==> src/rtl/freq_gate_counter_if.sv <==
// Signal bundle between the gate generator, the signal under test, the
// frequency gate counter and the result readout.
//
// Signals:
//   Gate_Signal  gate window from the gate generator, synchronous to Clk
//   Sig_In       signal under test, asynchronous to Clk
//   Freq_Out     last latched edge count (Hz for a 1 s gate)
//   Freq_Valid   one-cycle strobe when Freq_Out updates
//   Overflow     latched with Freq_Out; 1 = count saturated in that window
//
// Modports:
//   master  the counter: takes gate and signal, drives the result
//   slave   the environment: drives gate and signal, takes the result
interface freq_gate_counter_if #(
    parameter int unsigned CNT_WIDTH = 28
);
    logic                 Gate_Signal;
    logic                 Sig_In;
    logic [CNT_WIDTH-1:0] Freq_Out;
    logic                 Freq_Valid;
    logic                 Overflow;

    modport master (
        input  Gate_Signal,
        input  Sig_In,
        output Freq_Out,
        output Freq_Valid,
        output Overflow
    );

    modport slave (
        output Gate_Signal,
        output Sig_In,
        input  Freq_Out,
        input  Freq_Valid,
        input  Overflow
    );
endinterface

==> src/rtl/freq_gate_counter.sv <==
// Frequency gate counter: counts rising edges of an asynchronous input while
// the gate window is high and latches the count on the gate falling edge.
//
// Ports:
//   Clk    system clock
//   Rst_n  synchronous active-low reset
//   bus    freq_gate_counter_if master modport (gate/signal in, result out)
//
// Parameters:
//   CNT_WIDTH    width of the edge counter and result
//   SYNC_STAGES  flops in the Sig_In synchronizer (minimum 2)
module freq_gate_counter #(
    parameter int unsigned CNT_WIDTH   = 28,
    parameter int unsigned SYNC_STAGES = 2
) (
    input  logic                  Clk,
    input  logic                  Rst_n,
    freq_gate_counter_if.master   bus
);

    localparam logic [1:0] WAIT_LOW = 2'd0;
    localparam logic [1:0] ARMED    = 2'd1;
    localparam logic [1:0] COUNTING = 2'd2;

    localparam logic [CNT_WIDTH-1:0] CNT_MAX = '1;

    logic [SYNC_STAGES-1:0] sync_q;
    logic                   sig_prev_q;
    logic                   gate_d_q;
    logic [1:0]             state_q;
    logic [CNT_WIDTH-1:0]   count_q;
    logic                   sat_q;
    logic [CNT_WIDTH-1:0]   freq_q;
    logic                   valid_q;
    logic                   ovf_q;

    logic sync_last;
    logic edge_pulse;
    logic gate_rise;
    logic gate_fall;

    always_comb begin
        sync_last  = sync_q[SYNC_STAGES-1];
        edge_pulse = sync_last & ~sig_prev_q;
        gate_rise  = bus.Gate_Signal & ~gate_d_q;
        gate_fall  = ~bus.Gate_Signal & gate_d_q;
    end

    always_ff @(posedge Clk) begin
        if (!Rst_n) begin
            sync_q     <= '0;
            sig_prev_q <= 1'b0;
            gate_d_q   <= 1'b0;
            state_q    <= WAIT_LOW;
            count_q    <= '0;
            sat_q      <= 1'b0;
            freq_q     <= '0;
            valid_q    <= 1'b0;
            ovf_q      <= 1'b0;
        end else begin
            sync_q     <= {sync_q[SYNC_STAGES-2:0], bus.Sig_In};
            sig_prev_q <= sync_last;
            gate_d_q   <= bus.Gate_Signal;
            valid_q    <= 1'b0;

            case (state_q)
                // A window already open when reset releases is never measured.
                WAIT_LOW: begin
                    if (!bus.Gate_Signal) begin
                        state_q <= ARMED;
                    end
                end
                ARMED: begin
                    if (gate_rise) begin
                        state_q <= COUNTING;
                        count_q <= {{(CNT_WIDTH-1){1'b0}}, edge_pulse};
                        sat_q   <= 1'b0;
                    end
                end
                COUNTING: begin
                    // Edge in the fall cycle is dropped; Overflow takes the
                    // saturation flag as it stood before this cycle.
                    if (gate_fall) begin
                        freq_q  <= count_q;
                        ovf_q   <= sat_q;
                        valid_q <= 1'b1;
                        state_q <= ARMED;
                    end else if (edge_pulse) begin
                        if (count_q == CNT_MAX) begin
                            sat_q <= 1'b1;
                        end else begin
                            count_q <= count_q + 1'b1;
                        end
                    end
                end
                default: begin
                    state_q <= WAIT_LOW;
                end
            endcase
        end
    end

    assign bus.Freq_Out   = freq_q;
    assign bus.Freq_Valid = valid_q;
    assign bus.Overflow   = ovf_q;

endmodule
==> src/flat_wrapper.sv <==
// flat-port wrapper written by rule: the top's interface ports become plain ports
module freq_gate_counter_flat 
#(
    parameter int unsigned CNT_WIDTH   = 28,
    parameter int unsigned SYNC_STAGES = 2
)
  (Clk, Rst_n, bus_Gate_Signal, bus_Sig_In, bus_Freq_Out, bus_Freq_Valid, bus_Overflow);
  freq_gate_counter_if #(.CNT_WIDTH(CNT_WIDTH)) bus_i ();
  input  logic Clk;
  input  logic Rst_n;
  input wire logic [$bits(bus_i.Gate_Signal)-1:0] bus_Gate_Signal;
  input wire logic [$bits(bus_i.Sig_In)-1:0] bus_Sig_In;
  output wire logic [$bits(bus_i.Freq_Out)-1:0] bus_Freq_Out;
  output wire logic [$bits(bus_i.Freq_Valid)-1:0] bus_Freq_Valid;
  output wire logic [$bits(bus_i.Overflow)-1:0] bus_Overflow;
  assign bus_i.Gate_Signal = bus_Gate_Signal;
  assign bus_i.Sig_In = bus_Sig_In;
  assign bus_Freq_Out = bus_i.Freq_Out;
  assign bus_Freq_Valid = bus_i.Freq_Valid;
  assign bus_Overflow = bus_i.Overflow;
  freq_gate_counter #(.CNT_WIDTH(CNT_WIDTH), .SYNC_STAGES(SYNC_STAGES)) u_core (.Clk(Clk), .Rst_n(Rst_n), .bus(bus_i));
endmodule
==> config.mk <==
export PLATFORM = sky130hd
export DESIGN_NAME = freq_gate_counter_flat
export DESIGN_NICKNAME = d
export VERILOG_FILES = /design/src/rtl/freq_gate_counter_if.sv /design/src/rtl/freq_gate_counter.sv /design/src/flat_wrapper.sv
export SDC_FILE = /design/constraint.sdc
export NUM_CORES = 1
export LEC_CHECK = 0
export CAP_MARGIN = 10
export CORE_MARGIN = 2
export CORE_UTILIZATION = 50
export CTS_BUF_LIST = sky130_fd_sc_hd__clkbuf_4
export CTS_CLUSTER_DIAMETER = 120
export DETAILED_ROUTE_END_ITERATION = 10
export DONT_BUFFER_PORTS = 1
export SYNTH_ARGS = -nofsm -noshare
export SYNTH_HDL_FRONTEND = slang
export SYNTH_SLANG_ARGS = --single-unit
==> constraint.sdc <==
create_clock -name Clk -period 2.4 [get_ports Clk]
set_input_delay 0.72 -clock Clk [delete_from_list [all_inputs] [get_ports Clk]]
set_output_delay 0.72 -clock Clk [all_outputs]
set_load 0.01 [all_outputs]
Yosys cells after proc, flatten, opt, wreduce, memory -nomap -nowiden
Cells that the tools add are included.
W data, S select, Z words.
{"block": "word_totals", "register_bits": 65}
{"block": "classes", "add_sub_neg": 1, "eq_ne": 10, "muxes": 15, "bitwise": 6, "reduce_logical": 7}
{"op": "$mux W28", "count": 4}
{"op": "$pmux W28 S2", "count": 1}
{"op": "$add A28 B1 Y28 const B", "count": 1}
{"op": "$eq A28 B28 Y1 const B", "count": 1}
{"op": "$reduce_and A5 Y1", "count": 2}
{"op": "$ne A2 B1 Y1 const B", "count": 4}
{"op": "$mux W2", "count": 3}
{"op": "$ne A2 B2 Y1 const B", "count": 3}
{"op": "$pmux W2 S3", "count": 1}
{"op": "$mux W1", "count": 5}
{"op": "$reduce_and A2 Y1", "count": 2}
{"op": "$and A1 B1 Y1", "count": 3}
{"op": "$not A1 Y1", "count": 3}
{"op": "$reduce_and A3 Y1", "count": 1}
{"op": "$eq A2 B1 Y1 const B", "count": 1}
{"op": "$eq A2 B2 Y1 const B", "count": 1}
{"op": "$logic_not A2 Y1", "count": 1}
{"op": "$pmux W1 S2", "count": 1}
{"op": "$reduce_bool A2 Y1", "count": 1}

Depth between registers and ports, before layout
{"block": "depth", "word_depth": 5, "ltp_mapped": 9, "ltp_nobuf": 7}

Least setup slack after synthesis
No wires, ideal clock.
{"block": "synth_path", "path_type": "input to register", "from": "input port bus_Gate_Signal", "to": "register u_core.count_q[10]", "setup_ps": 129, "t_arrival_ps": 2062, "required_time_ps": 2271, "slack_ps": 209, "cell_stages": 7, "n_path_buf": 2, "path_cell_list": "nor2b_1 > o21ai_1 > or2_1 > buf_4 > buf_2 > a221oi_1 > mux2i_1"}
{"block": "synth_between", "elab_chain_len": 4}
{"element": "start: declaration", "line_no": "flat_wrapper.sv:11", "rtl": "input wire logic [$bits(bus_i.Gate_Signal)-1:0] bus_Gate_Signal;"}
{"element": "$not A1 Y1", "line_no": "freq_gate_counter.sv:46", "rtl": "gate_fall = ~bus.Gate_Signal & gate_d_q;"}
{"element": "$and A1 B1 Y1", "line_no": "freq_gate_counter.sv:46"}
{"element": "$ne A2 B2 Y1 (no source line)"}
{"element": "$reduce_and A5 Y1 (no source line) (*)"}
{"element": "end signal: assignment", "line_no": "freq_gate_counter.sv:76", "rtl": "count_q <= {{(CNT_WIDTH-1){1'b0}}, edge_pulse};"}
{"element": "end signal: assignment", "line_no": "freq_gate_counter.sv:92", "rtl": "count_q <= count_q + 1'b1;"}
{"element": "end: declaration", "line_no": "freq_gate_counter.sv:31", "rtl": "logic [CNT_WIDTH-1:0] count_q;"}
Every way passes the cells marked *; elsewhere a longest branch is shown, timed or not.
A chain may end at the register's enable or synchronous reset.

Worst setup path in the final report
{"block": "layout_path", "from": "register u_core.count_q[0]", "to": "register u_core.count_q[16]"}
{"block": "layout_between", "elab_chain_len": 5}
{"element": "$add A28 B1 Y28", "line_no": "freq_gate_counter.sv:92"}
{"element": "$mux W28", "line_no": "freq_gate_counter.sv:89", "rtl": "if (count_q == CNT_MAX) begin"}
{"element": "$mux W28", "line_no": "freq_gate_counter.sv:88", "rtl": "end else if (edge_pulse) begin"}
{"element": "$mux W28", "line_no": "freq_gate_counter.sv:83", "rtl": "if (gate_fall) begin"}
{"element": "$pmux W28 S2", "line_no": "freq_gate_counter.sv:66", "rtl": "case (state_q)"}
Parallel ways exist; a longest one is shown, timed or not. The select of a mux whose other input is x is not followed.

==> flow_summary.toml <==
[status]
status = "completed"

[finish]
nets = 418
antenna-diode-count = 0
fin_cells = 491
layout-drive-gt1-share_pct = 14.49
layout_common_cells = "nand2_1 (73), dfxtp_1 (65), a21oi_1 (38)"
layout_commonest_cell = "nand2_1"
fillers = 617
syn2layout_area_growth_pct = 10.69
fin_util_pct = 56.53

[timing]
relSlewSlack_pct = 63.17
hold_ws_ns = 0.4173
setup_viol = 0
layout_setup_ws_ns = 0.2700
fin_crit_ns = 2.130
fmax_ghz = 0.4695
rsz0062_at_grt = "no"
fin_crit_sh_pct = 88.75
fin_worst_skew_ns = 0.01423
worst_pin_slew_ns = 0.5466
hold_viol = 0
setup_tns_ns = 0
drv_slew = 0

[place]
dp_worst_setup_slack_ns = 0.1507
dp_cells = 476
globalplace.congestion = 0.8850
dp_hpwl_mm = 6.127
numPortBuffers = 0

[pwr]
vdd_drop_max_mv = 0.3681
power.leakage_nw = 1.226
p_per_area_nw_per_um2 = 613.7

[synthesis]
synth_seq_area_share_pct = 40.59
yosysWarnings = 0
synth_cell_types = 56
synth_ff_type = "dfxtp_1"
syn_nets = 402
syn_inst = 394
synth_top_area_share_pct = 40.59
synthArstFlopShare_pct = 0
syn_area_sq_um = 3206
synth_edf_count = 0
synth_area_leaders = "dfxtp_1 (41%), nand2_1 (8.5%), a21oi_1 (5.9%)"
synth_top_cell_by_area = "dfxtp_1"
synth_seq_cells = 65
synth_area_per_cell_sq_um = 8.136

[die]
io_pins = 34
initial_core_util_pct = 51.07
chipHeight_um = 84.07
rows = 29
fp.dieArea_sq_um = 7068
core_sq_um = 6277
die_w_um = 84.07

[clock_tree]
clk_latency_ns = 0.42
ctsHtreeMaxLevel = 3
cts_resized = 0
numCtsBuffers = 9
cts_setup_buffers = 0
cts_tree = "yes"
max-clock-path-buffers = 2
cts_sinks = 65
cts_hold_buffers = 0
cts-root-buf = "clkbuf_4"
clkSlewWorstSetupHoldPaths_ns = 0.10

[route]
drc = 0
vias_per_cell = 6.318
via_count = 3102
wirelength_mm = 8.763
wl_per_cell_um = 17.85
drtIter0Drc = 208
dr.pass1.iters = 5
ant_nets = 0

[grt]
grt_pass1_vias = 2845
grt_pass1_wl_mm = 14.68
track_usage_pct = 26.21
grt_max_degree = 34
overflow = 0
antenna_found_initial = 0

[worst_hold_path]
hold_depth = 1
hold_path_class = "in2reg"

[worst_setup_path]
critPathMaxFanout = 5
crit_required_ns = 2.72
r2r_cells = 6
critPathCaptureType = "register"
critPathArrivalTime_ns = 2.45
crit_path_start_kind = "register"
critical_path_class = "reg2reg"

[job]
cap_violations = 0
power breakdown:
group / switching, mW / total, mW / internal (mW)
Combinational: 0.236 / 0.378 / 0.142
Clock: 0.383 / 0.697 / 0.314
Sequential: 0.00947 / 1.10 / 1.09
Total: 0.629 / 2.18 / 1.55
through the flow:
stage | power [mW] | area, sq um
after global placement | 1.493 | 3426
after global routing | 2.280 | 3548
final | 2.178 | 3548
after CTS | 2.194 | 3548
after detailed placement | 1.498 | 3426
after floorplan | 1.372 | 3206
path summary, 6_finish.rpt:
check | from | to | slack [ns]
hold / removal | bus_Gate_Signal | u_core.gate_d_q | 0.42
setup / recovery | u_core.count_q[0] | u_core.count_q[16] | 0.27
setup reg to reg | u_core.count_q[0] | u_core.count_q[16] | 0.27
hold reg to reg | u_core.sync_q[0] | u_core.sync_q[1] | 0.45
registers in the layout (all words and copies together), names as in the netlist, 2 cells and up:
name / count
u_core.bus.Freq_Out: 28
u_core.sync_q: 2
u_core.count_q: 28
u_core.state_q: 2
synth_stat cells, types with 7 or more instances:
cell	number
a31oi_1	8
o21ai_0	14
nor2_1	12
dfxtp_1	65
nand4_1	12
a21oi_1	38
and2_1	8
and3_1	7
nor3_1	7
mux2i_1	7
a221oi_1	7
nand3_1	23
clkbuf_1	16
inv_1	10
nand2_1	73
layout make-up:
class	instances	area (sq um)	area share (%)
multi-input cells	291	1743	49.12
well taps	77	96.34	2.715
clock buffers	10	75.07	2.116
repair buffers	33	247.7	6.982
inverters	10	37.54	1.058
flip-flops and latches	65	1301	36.67
clock inverters	5	47.55	1.340
worst max-delay path: stages (launching register included):
cell and delay [ns]:
dfxtp_1 0.35, ha_1 0.23, nand3_1 0.24, or3_1 0.56
o31ai_1 0.29, nand3_1 0.11, a32o_1 0.25
routing by layer:
metal / up-vias / wire [um] / track usage (%)
li1: 1494 / - / -
met1: 1472 / 4151 / 37.37
met2: 111 / 3836 / 37.37
met3: 25 / 500 / 5.045
met4: 0 / 276 / 13.49
met5: - / 0 / 0
cell families after synthesis:
kind of cell / count (synthesis) / synth area share [%]
adder cells (fa/ha/maj): 4 / 1.561
multiplexers: 8 / 2.537
AND/OR/NAND/NOR: 182 / 31.11
buffers and inverters: 38 / 5.035
AO/OA/AOI/OAI: 97 / 19.17
flip-flops: 65 / 40.59
Power figures use the tool's default switching activity.
